File: src/rtl/io_avalon_poller.sv
// Avalon-MM initiator for the IO input-controller slave. It serialises local commands
// with periodic and irq-triggered polls, and returns one response per transaction.
module io_avalon_poller #(
  parameter int         DATA_WIDTH     = 64,
  parameter int         TIMEOUT_CYCLES = 1024,
  parameter int         POLL_PERIOD    = 50000,
  parameter logic [3:0] POLL_OPCODE    = 4'h1
) (
  input  logic                  clk,
  input  logic                  rst,
  input  logic                  cmd_valid,
  output logic                  cmd_ready,
  input  logic [3:0]            cmd_opcode,
  input  logic [DATA_WIDTH-5:0] cmd_payload,
  output logic                  rsp_valid,
  output logic [DATA_WIDTH-1:0] rsp_data,
  output logic                  rsp_timeout,
  output logic                  rsp_polled,
  output logic                  av_we,
  output logic [DATA_WIDTH-1:0] av_writedata,
  input  logic [DATA_WIDTH-1:0] av_readdata,
  input  logic                  av_waitrequest,
  input  logic                  av_irq,
  output logic                  busy
);

  localparam int TW = $clog2(TIMEOUT_CYCLES);
  localparam int PW = (POLL_PERIOD > 1) ? $clog2(POLL_PERIOD) : 1;
  localparam logic [TW-1:0] TO_LAST   = TW'(TIMEOUT_CYCLES - 1);
  localparam logic [PW-1:0] POLL_LAST = PW'((POLL_PERIOD > 0) ? POLL_PERIOD - 1 : 0);

  typedef enum logic [1:0] {
    IDLE,
    ISSUE,
    RESP
  } state_t;

  state_t                state_q, state_d;
  logic [DATA_WIDTH-1:0] wdata_q, wdata_d;
  logic [DATA_WIDTH-1:0] rsp_data_q, rsp_data_d;
  logic                  is_poll_q, is_poll_d;
  logic                  to_flag_q, to_flag_d;
  logic [TW-1:0]         to_cnt_q, to_cnt_d;
  logic [PW-1:0]         poll_cnt_q;
  logic                  pending_q;
  logic                  irq_q;
  logic                  poll_take;
  logic                  poll_wrap;
  logic                  irq_rise;

  assign poll_wrap = (POLL_PERIOD > 0) && (poll_cnt_q == POLL_LAST);
  assign irq_rise  = av_irq & ~irq_q;

  // NOTE: every signal written below gets a default first, so no path can infer a latch.
  always_comb begin
    state_d     = state_q;
    wdata_d     = wdata_q;
    rsp_data_d  = rsp_data_q;
    is_poll_d   = is_poll_q;
    to_flag_d   = to_flag_q;
    to_cnt_d    = to_cnt_q;
    poll_take   = 1'b0;
    cmd_ready   = 1'b0;
    av_we       = 1'b0;
    rsp_valid   = 1'b0;
    rsp_timeout = 1'b0;
    rsp_polled  = 1'b0;

    unique case (state_q)
      IDLE: begin
        // A pending poll blocks commands for this cycle and is issued first.
        cmd_ready = ~pending_q & ~rst;
        to_cnt_d  = '0;
        to_flag_d = 1'b0;
        if (pending_q) begin
          wdata_d   = DATA_WIDTH'(POLL_OPCODE);
          is_poll_d = 1'b1;
          poll_take = 1'b1;
          state_d   = ISSUE;
        end else if (cmd_valid) begin
          wdata_d   = {cmd_payload, cmd_opcode};
          is_poll_d = 1'b0;
          state_d   = ISSUE;
        end
      end
      ISSUE: begin
        av_we    = 1'b1;
        to_cnt_d = to_cnt_q + 1'b1;
        if (!av_waitrequest) begin
          rsp_data_d = av_readdata;
          state_d    = RESP;
        end else if (to_cnt_q == TO_LAST) begin
          rsp_data_d = '0;
          to_flag_d  = 1'b1;
          state_d    = RESP;
        end
      end
      RESP: begin
        rsp_valid   = 1'b1;
        rsp_timeout = to_flag_q;
        rsp_polled  = is_poll_q;
        to_cnt_d    = '0;
        to_flag_d   = 1'b0;
        state_d     = IDLE;
      end
      default: state_d = IDLE;
    endcase
  end

  // NOTE: state is updated with non-blocking assignments so every register samples pre-edge values.
  always_ff @(posedge clk) begin
    if (rst) begin
      state_q    <= IDLE;
      wdata_q    <= '0;
      rsp_data_q <= '0;
      is_poll_q  <= 1'b0;
      to_flag_q  <= 1'b0;
      to_cnt_q   <= '0;
      poll_cnt_q <= '0;
      pending_q  <= 1'b0;
      irq_q      <= 1'b0;
    end else begin
      state_q    <= state_d;
      wdata_q    <= wdata_d;
      rsp_data_q <= rsp_data_d;
      is_poll_q  <= is_poll_d;
      to_flag_q  <= to_flag_d;
      to_cnt_q   <= to_cnt_d;
      if (POLL_PERIOD > 0) poll_cnt_q <= poll_wrap ? '0 : poll_cnt_q + 1'b1;
      // Triggers arriving while a poll is pending merge into that one poll.
      pending_q  <= (pending_q & ~poll_take) | poll_wrap | irq_rise;
      irq_q      <= av_irq;
    end
  end

  assign av_writedata = wdata_q;
  assign rsp_data     = rsp_data_q;
  assign busy         = (state_q != IDLE);

endmodule

File: config.mk
export PLATFORM = sky130hd
export DESIGN_NAME = io_avalon_poller
export DESIGN_NICKNAME = d
export VERILOG_FILES = /design/src/rtl/io_avalon_poller.sv
export SDC_FILE = /design/constraint.sdc
export NUM_CORES = 1
export LEC_CHECK = 0
export CAP_MARGIN = 20
export CORE_MARGIN = 3
export CORE_UTILIZATION = 38
export DETAILED_ROUTE_END_ITERATION = 12
export PLACE_DENSITY = 0.85
export SLEW_MARGIN = 20
export SYNTH_ARGS = -nofsm -noshare
export SYNTH_HDL_FRONTEND = slang
export SYNTH_SLANG_ARGS = --single-unit
File: constraint.sdc
create_clock -name clk -period 1.4 [get_ports clk]
set_input_delay 0.21 -clock clk [delete_from_list [all_inputs] [get_ports clk]]
set_output_delay 0.21 -clock clk [all_outputs]
set_load 0.1 [all_outputs]
==> Yosys cells after proc, flatten, opt, wreduce, memory -nomap -nowiden <==
Cells that the tools add are included.
{ "op_classes": {"n_addsub": 2, "mux": 22, "bitwise_logic": 9, "eq_ne": 9, "n_reduce_logical": 10} }
{ "ops": {"columns": ["operator", "count"], "rows": [
  ["two-way mux 64 bit", 4],
  ["one-hot mux 10 bit (2 select lines)", 1],
  ["adder 16 x 1 -> 16 bit, second input constant", 1],
  ["equality test 16 bit, second input constant", 1],
  ["two-way mux 1 bit", 11],
  ["adder 10 x 1 -> 10 bit, second input constant", 1],
  ["equality test 10 bit, second input constant", 1],
  ["two-way mux 2 bit", 4],
  ["inequality test 3 bit, second input constant", 2],
  ["AND reduction 2 bit", 3],
  ["nonzero test 2 bit", 3],
  ["inequality test 2 bit, second input constant", 2],
  ["inverter 1 bit", 4],
  ["one-hot mux 2 bit (2 select lines)", 1],
  ["OR reduction 2 bit", 2],
  ["AND 1 bit", 3],
  ["AND reduction 3 bit", 1],
  ["equality test 2 x 1 -> 1 bit, second input constant", 1],
  ["equality test 2 bit, second input constant", 1],
  ["logical NOT 2 bit", 1],
  ["inequality test 2 x 1 -> 1 bit, second input constant", 1],
  ["OR 1 bit", 2],
  ["one-hot mux 1 bit (2 select lines)", 1]
]} }
{ "word_totals": {"in_bits": 133, "ff_bits": 160, "out_inout_bits": 134, "wordCells": 61} }

==> Depth between registers and ports, before layout <==
Gate-level depths: netlist (run 1).
{ "logic_depth": {"word_depth": 6, "ltp_mapped": 7, "ltp_nobuf": 5} }

==> Least setup slack after synthesis (run 1) <==
No wires, ideal clock.
{ "synth_timing": {"kind": "reg2out", "from": "register state_q[1]", "to": "output cmd_ready", "arrival_time_ps": 2935, "n_path_buf": 1, "stages_incl_launch_ff": 5, "slack_ps": -1745, "t_required_ps": 1190, "cell_sequence": "dfxtp_1 > buf_2 > nor2_4 > inv_2 > nor3_1"} }
{ "synth_between": {"elab_chain_len": 2} }
{ "synth_rtl": {"columns": ["item", "line", "rtl"], "rows": [
  ["from (decl)", "38", "state_t state_q, state_d;"],
  ["from (signal assigned)", "123", "state_q <= state_d;"],
  ["logical NOT 2 bit", "69", "unique case (state_q)"],
  ["two-way mux 1 bit", "69", null],
  ["to (decl)", "12", "output logic cmd_ready,"]
]} }
No other way between the ends.

==> Worst setup path after layout (run 1) <==
Same ends and word-level chain as after synthesis.

==> reports/qor.yml, run 1 <==
status:
  violations: "setup timing"
  outcome: "complete, but fails checks"
grt:
  grt_max_degree: 49
  overflow: 0
  first_global_vias: 7030
  antenna_found_initial: 0
  grt_pass1_wl_mm: 38.6
  grt_usage_pct: 27.8
sta:
  relSlewSlack_pct: 66.9
  clock_skew_ns: 0.0107
  worst_hold_slack_ns: 0.0700
  hold_violations: 0
  min_period_over_period_pct: 126
  setup_slack_ns: -0.369
  fin_setup_tns_ns: -25.61
  rsz0062_at_grt: "true"
  report.final.slew_viol_count: 0
  max_freq_mhz: 565
  setup_viol: 137
  tightest_slew_ns: 0.497
  final.min_clock_period_ns: 1.77
synth:
  synth-adder-area-share_pct: 0.412
  synth_seq_area_share_pct: 52.7
  yosysTopAreaCell: "dfxtp_1"
  synth_compound_area_share_pct: 23.9
  synth_mux_area_share_pct: 0.165
  synthSimpleGateAreaFrac_pct: 15.5
  synth_cell_type_count: 40
  synth_area_leaders: "dfxtp_1 (53%), a32oi_1 (9.2%), a22oi_1 (7.7%), a21oi_1 (5.9%), nor2_1 (5.4%)"
  synthTopCellsByCount: "dfxtp_1 (160), nor2_1 (87), a21oi_1 (72)"
  synth.most_common_cell: "dfxtp_1"
  yosys_warnings: 0
  synthDominantCellAreaShare_pct: 52.7
  synthXorXnorAreaFrac_pct: 3.03
  synth_edf_count: 0
  syn_area_um2: 6080
  syn_inst: 670
  ys.flop_type: "dfxtp_1"
  synth_top_family_by_area: "compound AO/OA/AOI/OAI gates"
  synth-seq-cells: 160
  synth.avg_cell_area_um2: 9.07
  synth_fp_nets: 805
  ys_async_sr_fraction_pct: 0
final_layout:
  nNetsFinal: 1135
  area_delta_synth_final_pct: 109
  drive_gt1_share_pct: 38.9
  diodes: 0
  fillers: 798
worst_setup_path:
  crit_path_start_kind: "flip-flop"
  cp_max_fo: 2
  worstSetupEndpointType: "primary output"
  cpMostUsedCell: "buf_6"
  path_cells: "buf_6 -> nor2_4 -> inv_8 -> buf_6 -> nor3_4 -> buf_12"
  crit_arrival_ns: 1.56
  critical_path_class: "reg -> out"
  cp_slowest_cell: "dfxtp_2"
  cpPeakStageDelay_ns: 0.33
  crit_required_ns: 1.19
clock_network:
  htreeDepth: 4
  clkLatencyLatePin_ns: 0.43
  cts_root_buf: "clkbuf_16"
  numCtsBuffers: 17
  clkTransAtPathRegs_ns: 0.06
  cts_tree: "built"
  cts_buffer_depth: 2
  cts_sinks: 160
die:
  die_h_um: 132
  rows: 45
  die_area_um2: 17600
  ios: 267
  die_w_um: 132
  start_util_pct: 39.4
  core-area_um2: 15400
route:
  antenna_left: 0
  first_pass_iters: 5
  num_vias: 7118
  wl_per_cell_um: 23.8
  vias_per_cell: 5.82
  routed_wl_mm: 29.1
  dr.first_iter.drc_count: 569
  drc: 0
placed_design:
  finalWeightedCongestion: 0.812
  port_buffers: 266
  dp_hpwl_mm: 15.6
  dp_worst_setup_slack_ns: -0.201
flow_run:
  max_cap_viol_count: 0
worst_hold_path:
  hold_class: "in -> reg"
power_and_ir_drop:
  p_leak_nw: 4.70
  ir_worst_vdd_v: 0.000939
  power_density_nw_per_um2: 1180
## through the flow
stage,instances,total power [mW],utilization [%],instance area (um2)
2_1_floorplan,670,7.71,-,6170
3_3_place_gp,1144,9.61,69.7,10800
3_5_place_dp,1144,9.69,69.7,10800
4_1_cts,1207,14.7,78.3,12100
5_1_grt,1223,15.4,82.5,12700
6_report,1223,15.0,82.5,12700
## worst max-delay path, delay by kind of cell, from the launching register on
kind / cells / cell delay (ns)
flops: 1 / 0.33
simple gates: 2 / 0.32
buf+inv: 4 / 0.47
## worst paths after layout
kind | from | slack [ns] | depth (start not counted) | endpoint
worst max-delay path | state_q[1] | -0.37 | 6 | cmd_ready
worst min-delay path | rst | 0.07 | 2 | state_q[0]
worst max register to register | state_q[1] | -0.32 | 10 | av_writedata[54]
worst min register to register | to_flag_q | 0.49 | 2 | to_flag_q
## routing by layer
| layer | track usage [%] | vias to the layer above | share of wire [%] |
|---|---|---|---|
| li1 | - | 3112 | - |
| met4 | 13.7 | 0 | 4.3 |
| met5 | 0 | - | 0 |
| met2 | 48.4 | 451 | 52 |
| met1 | 30.3 | 3463 | 35 |
| met3 | 9.54 | 92 | 9.5 |
## report_power, final
group	internal [mW]	total [mW]	switching, mW
clock	2.83	4.74	1.91
combinational	2.06	5.06	3.01
sequential	4.83	5.22	0.389
total	9.72	15.0	5.31
## cell usage in the layout, fill, tap and decap left out, types with 14 or more instances in the layout
cell type        Yosys  layout
clkdlybuf4s50_1      0     130
a32oi_2              0      14
buf_6                0      23
nand2_1             71      60
dfxtp_1            160     144
buf_4                0      45
a32oi_1             64      50
a22oi_1             62      22
clkbuf_16            0      26
buf_12               0     149
a22oi_2              0      40
a21oi_1             72      64
dfxtp_2              0      15
nor2_1              87      85
## layout make-up
class | instances | area [um2] | area share, %
clock buffer | 20 | 447 | 3.51
clock inverter | 11 | 140 | 1.10
inverter | 8 | 41.3 | 0.324
multi-input combinational | 443 | 3190 | 25.1
sequential | 160 | 3230 | 25.3
tap | 211 | 264 | 2.07
timing repair buffer | 370 | 5420 | 42.6
## sequential cells by signal, summed over array words and instances (netlist names), 2 cells and up
register,count
av_writedata,64
state_q,2
rsp_data,64
to_cnt_q,10
poll_cnt_q,16
## kinds of logic after synthesis
group | Yosys count
XOR/XNOR | 21
buffers and inverters | 68
AND/OR/NAND/NOR | 211
AO/OA/AOI/OAI | 207
multiplexers | 1
flip-flops | 160
adder cells (fa/ha/maj) | 2
## what timing repair did
action | 4_1_cts | 5_1_grt
gates resized for setup | 53 | 103
buffers inserted | 19 | 10
pin swaps | 24 | 98
endpoints found under the setup margin | 136 | 156
hold buffers | 0 | 0
gates cloned | 13 | 12
Note: power is estimated with default switching activity, not from simulation.
==> run 2: changes to the inputs <==
GPL_TIMING_DRIVEN = 0   (was unset)
==> reports/qor.yml, run 2 (synthesis results as in run 1) <==
clock_network:
  cts_sinks: 160  # unchanged
  cts_tree: "built"
  clkTransAtPathRegs_ns: 0.07  # about the same
  holdBufCountCts: 0  # unchanged
  numCtsBuffers: 17  # unchanged
  cts_buffer_depth: 2  # unchanged
  htreeDepth: 4  # unchanged
  clkLatencyLatePin_ns: 0.43  # about the same
  cts_root_buf: "clkbuf_16"
sta:
  final.min_clock_period_ns: 1.67  # -0.101 ns
  setup_viol: 132  # -3.6%
  fin_setup_tns_ns: -16.37  # +9.24 ns
  relSlewSlack_pct: 59.6  # -7.3 points
  tightest_slew_ns: 0.607  # +0.110 ns
  worst_hold_slack_ns: 0.198  # +0.128 ns
  hold_violations: 0  # unchanged
  report.final.slew_viol_count: 0  # unchanged
  setup_slack_ns: -0.268  # +0.101 ns
  rsz0062_at_grt: "true"
  min_period_over_period_pct: 119  # -7.2 points
  max_freq_mhz: 599  # +6.1%
  clock_skew_ns: 0.0134  # +0.00270 ns
final_layout:
  multiInputGateArea_um2: 2990  # -6.4%
  final_cell_mix: "buf_4 (153), dfxtp_1 (139), clkdlybuf4s50_1 (129)"
  final_common_cell: "buf_4"
  final_area_um2: 10400  # -18%
  diodes: 0  # unchanged
  area_delta_synth_final_pct: 70.9
  fillers: 1182  # +48%
  fin_util_pct: 67.4  # -15 points
  nNetsFinal: 1124  # -0.97%
  regArea_um2: 3250  # +0.66%
  drive_gt1_share_pct: 32.7  # -6.2 points
  fin_cells: 1213  # -0.82%
route:
  first_pass_iters: 5  # unchanged
  antenna_left: 0  # unchanged
  routed_wl_mm: 22.9  # -21%
  drc: 0  # unchanged
  wl_per_cell_um: 18.8  # -21%
  dr.first_iter.drc_count: 400  # -30%
  num_vias: 6617  # -7.0%
  vias_per_cell: 5.46  # -6.3%
power_and_ir_drop:
  p_leak_nw: 4.03  # -14%
  ir_worst_vdd_v: 0.000828  # -12%
  power_mw: 14.0  # -6.6%
  power_density_nw_per_um2: 1350  # +14%
placed_design:
  dp_hpwl_mm: 14.7  # -5.7%
  finalWeightedCongestion: 0.834  # +2.6%
  port_buffers: 265  # -0.38%
  placed_area_um2: 9090  # -16%
  dp_worst_setup_slack_ns: -1.78  # -1.58 ns
  dpl.cell_count: 1146  # +0.17%
grt:
  grt_max_degree: 17  # -65%
  grt_pass1_wl_mm: 32.4  # -16%
  antenna_found_initial: 1  # +1
  grt_usage_pct: 22.9  # -5.0 points
  first_global_vias: 6106  # -13%
  overflow: 0  # unchanged
status:
  violations: "setup timing"
  outcome: "complete, but fails checks"
worst_hold_path:
  hold_start: "rst"
  whs_path_depth: 3  # +1
  hold_class: "in -> reg"
worst_setup_path:
  crit_path_start_kind: "flip-flop"
  critical_path_class: "reg -> reg"
  reg2reg_from: "state_q[0]"
  cp_max_fo: 5  # +3
  crit_arrival_ns: 2.03  # +0.47 ns
  crit_required_ns: 1.76  # +0.57 ns
  worstSetupEndpointType: "flip-flop"
  startpoint: "state_q[0]"
  rr_worst_depth: 9  # -1
die:
  die_w_um: 132  # unchanged
  core-area_um2: 15400  # unchanged
  ios: 267  # unchanged
  start_util_pct: 39.4  # unchanged
  die_h_um: 132  # unchanged
  rows: 45  # unchanged
  die_area_um2: 17600  # unchanged
flow_run:
  max_cap_viol_count: 0  # unchanged
==> run 2: changes by cell type in the layout (fill, tap and decap cells not counted), moves of 7 or more <==
cell and change:
a32oi_1 +14, nand2_1 +9, clkbuf_1 +18, buf_16 -9, buf_4 +108, buf_12 -142
nand2_2 -7, a32oi_2 -14, buf_6 -16, clkbuf_4 +12
==> run 2: timing repair <==
item | CTS | global route
buffers inserted | 12 | 15
resized for setup | 890 | 107
pin swaps | 3 | 15
gates cloned | 4 | 8
setup endpoints to repair | 281 | 153
==> run 2: final cells by class <==
cell class	instances	area share [%]
multi-input combinational	444	28.8
clock inverter	14	1.73
buffer	58	4.07
timing repair buffer	300	27.1
inverter	8	0.397
tap	211	2.54
clock buffer	18	4.13
sequential	160	31.2
==> run 2: final timing paths <==
path / to / slack, ns
hold reg to reg: poll_cnt_q[0] / 0.46
setup reg to reg: av_writedata[18] / -0.27
hold / removal: to_flag_q / 0.20
setup / recovery: av_writedata[18] / -0.27
==> run 2: layer usage <==
metal | vias up | track usage [%] | share of wire (%)
li1 | 3096 | - | -
met1 | 3181 | 26.6 | 38
met2 | 292 | 39.8 | 51
met3 | 46 | 7.98 | 8.2
met4 | 2 | 7.04 | 2.3
met5 | - | 0 | 0.057
==> run 2: critical path, stage by stage (launching register included) <==
cell and delay, ns:
dfxtp_4 0.36, nor2_4 0.19, inv_8 0.05, buf_4 0.14, nor3b_4 0.25, buf_6 0.16, buf_8 0.12, clkbuf_16 0.14
a22oi_1 0.10, nor2_1 0.10
==> run 2: power by group <==
part / total (mW) / internal, mW / switching (mW)
logic: 4.15 / 1.31 / 2.84
clock network: 4.83 / 2.84 / 2.00
registers: 5.05 / 4.82 / 0.225
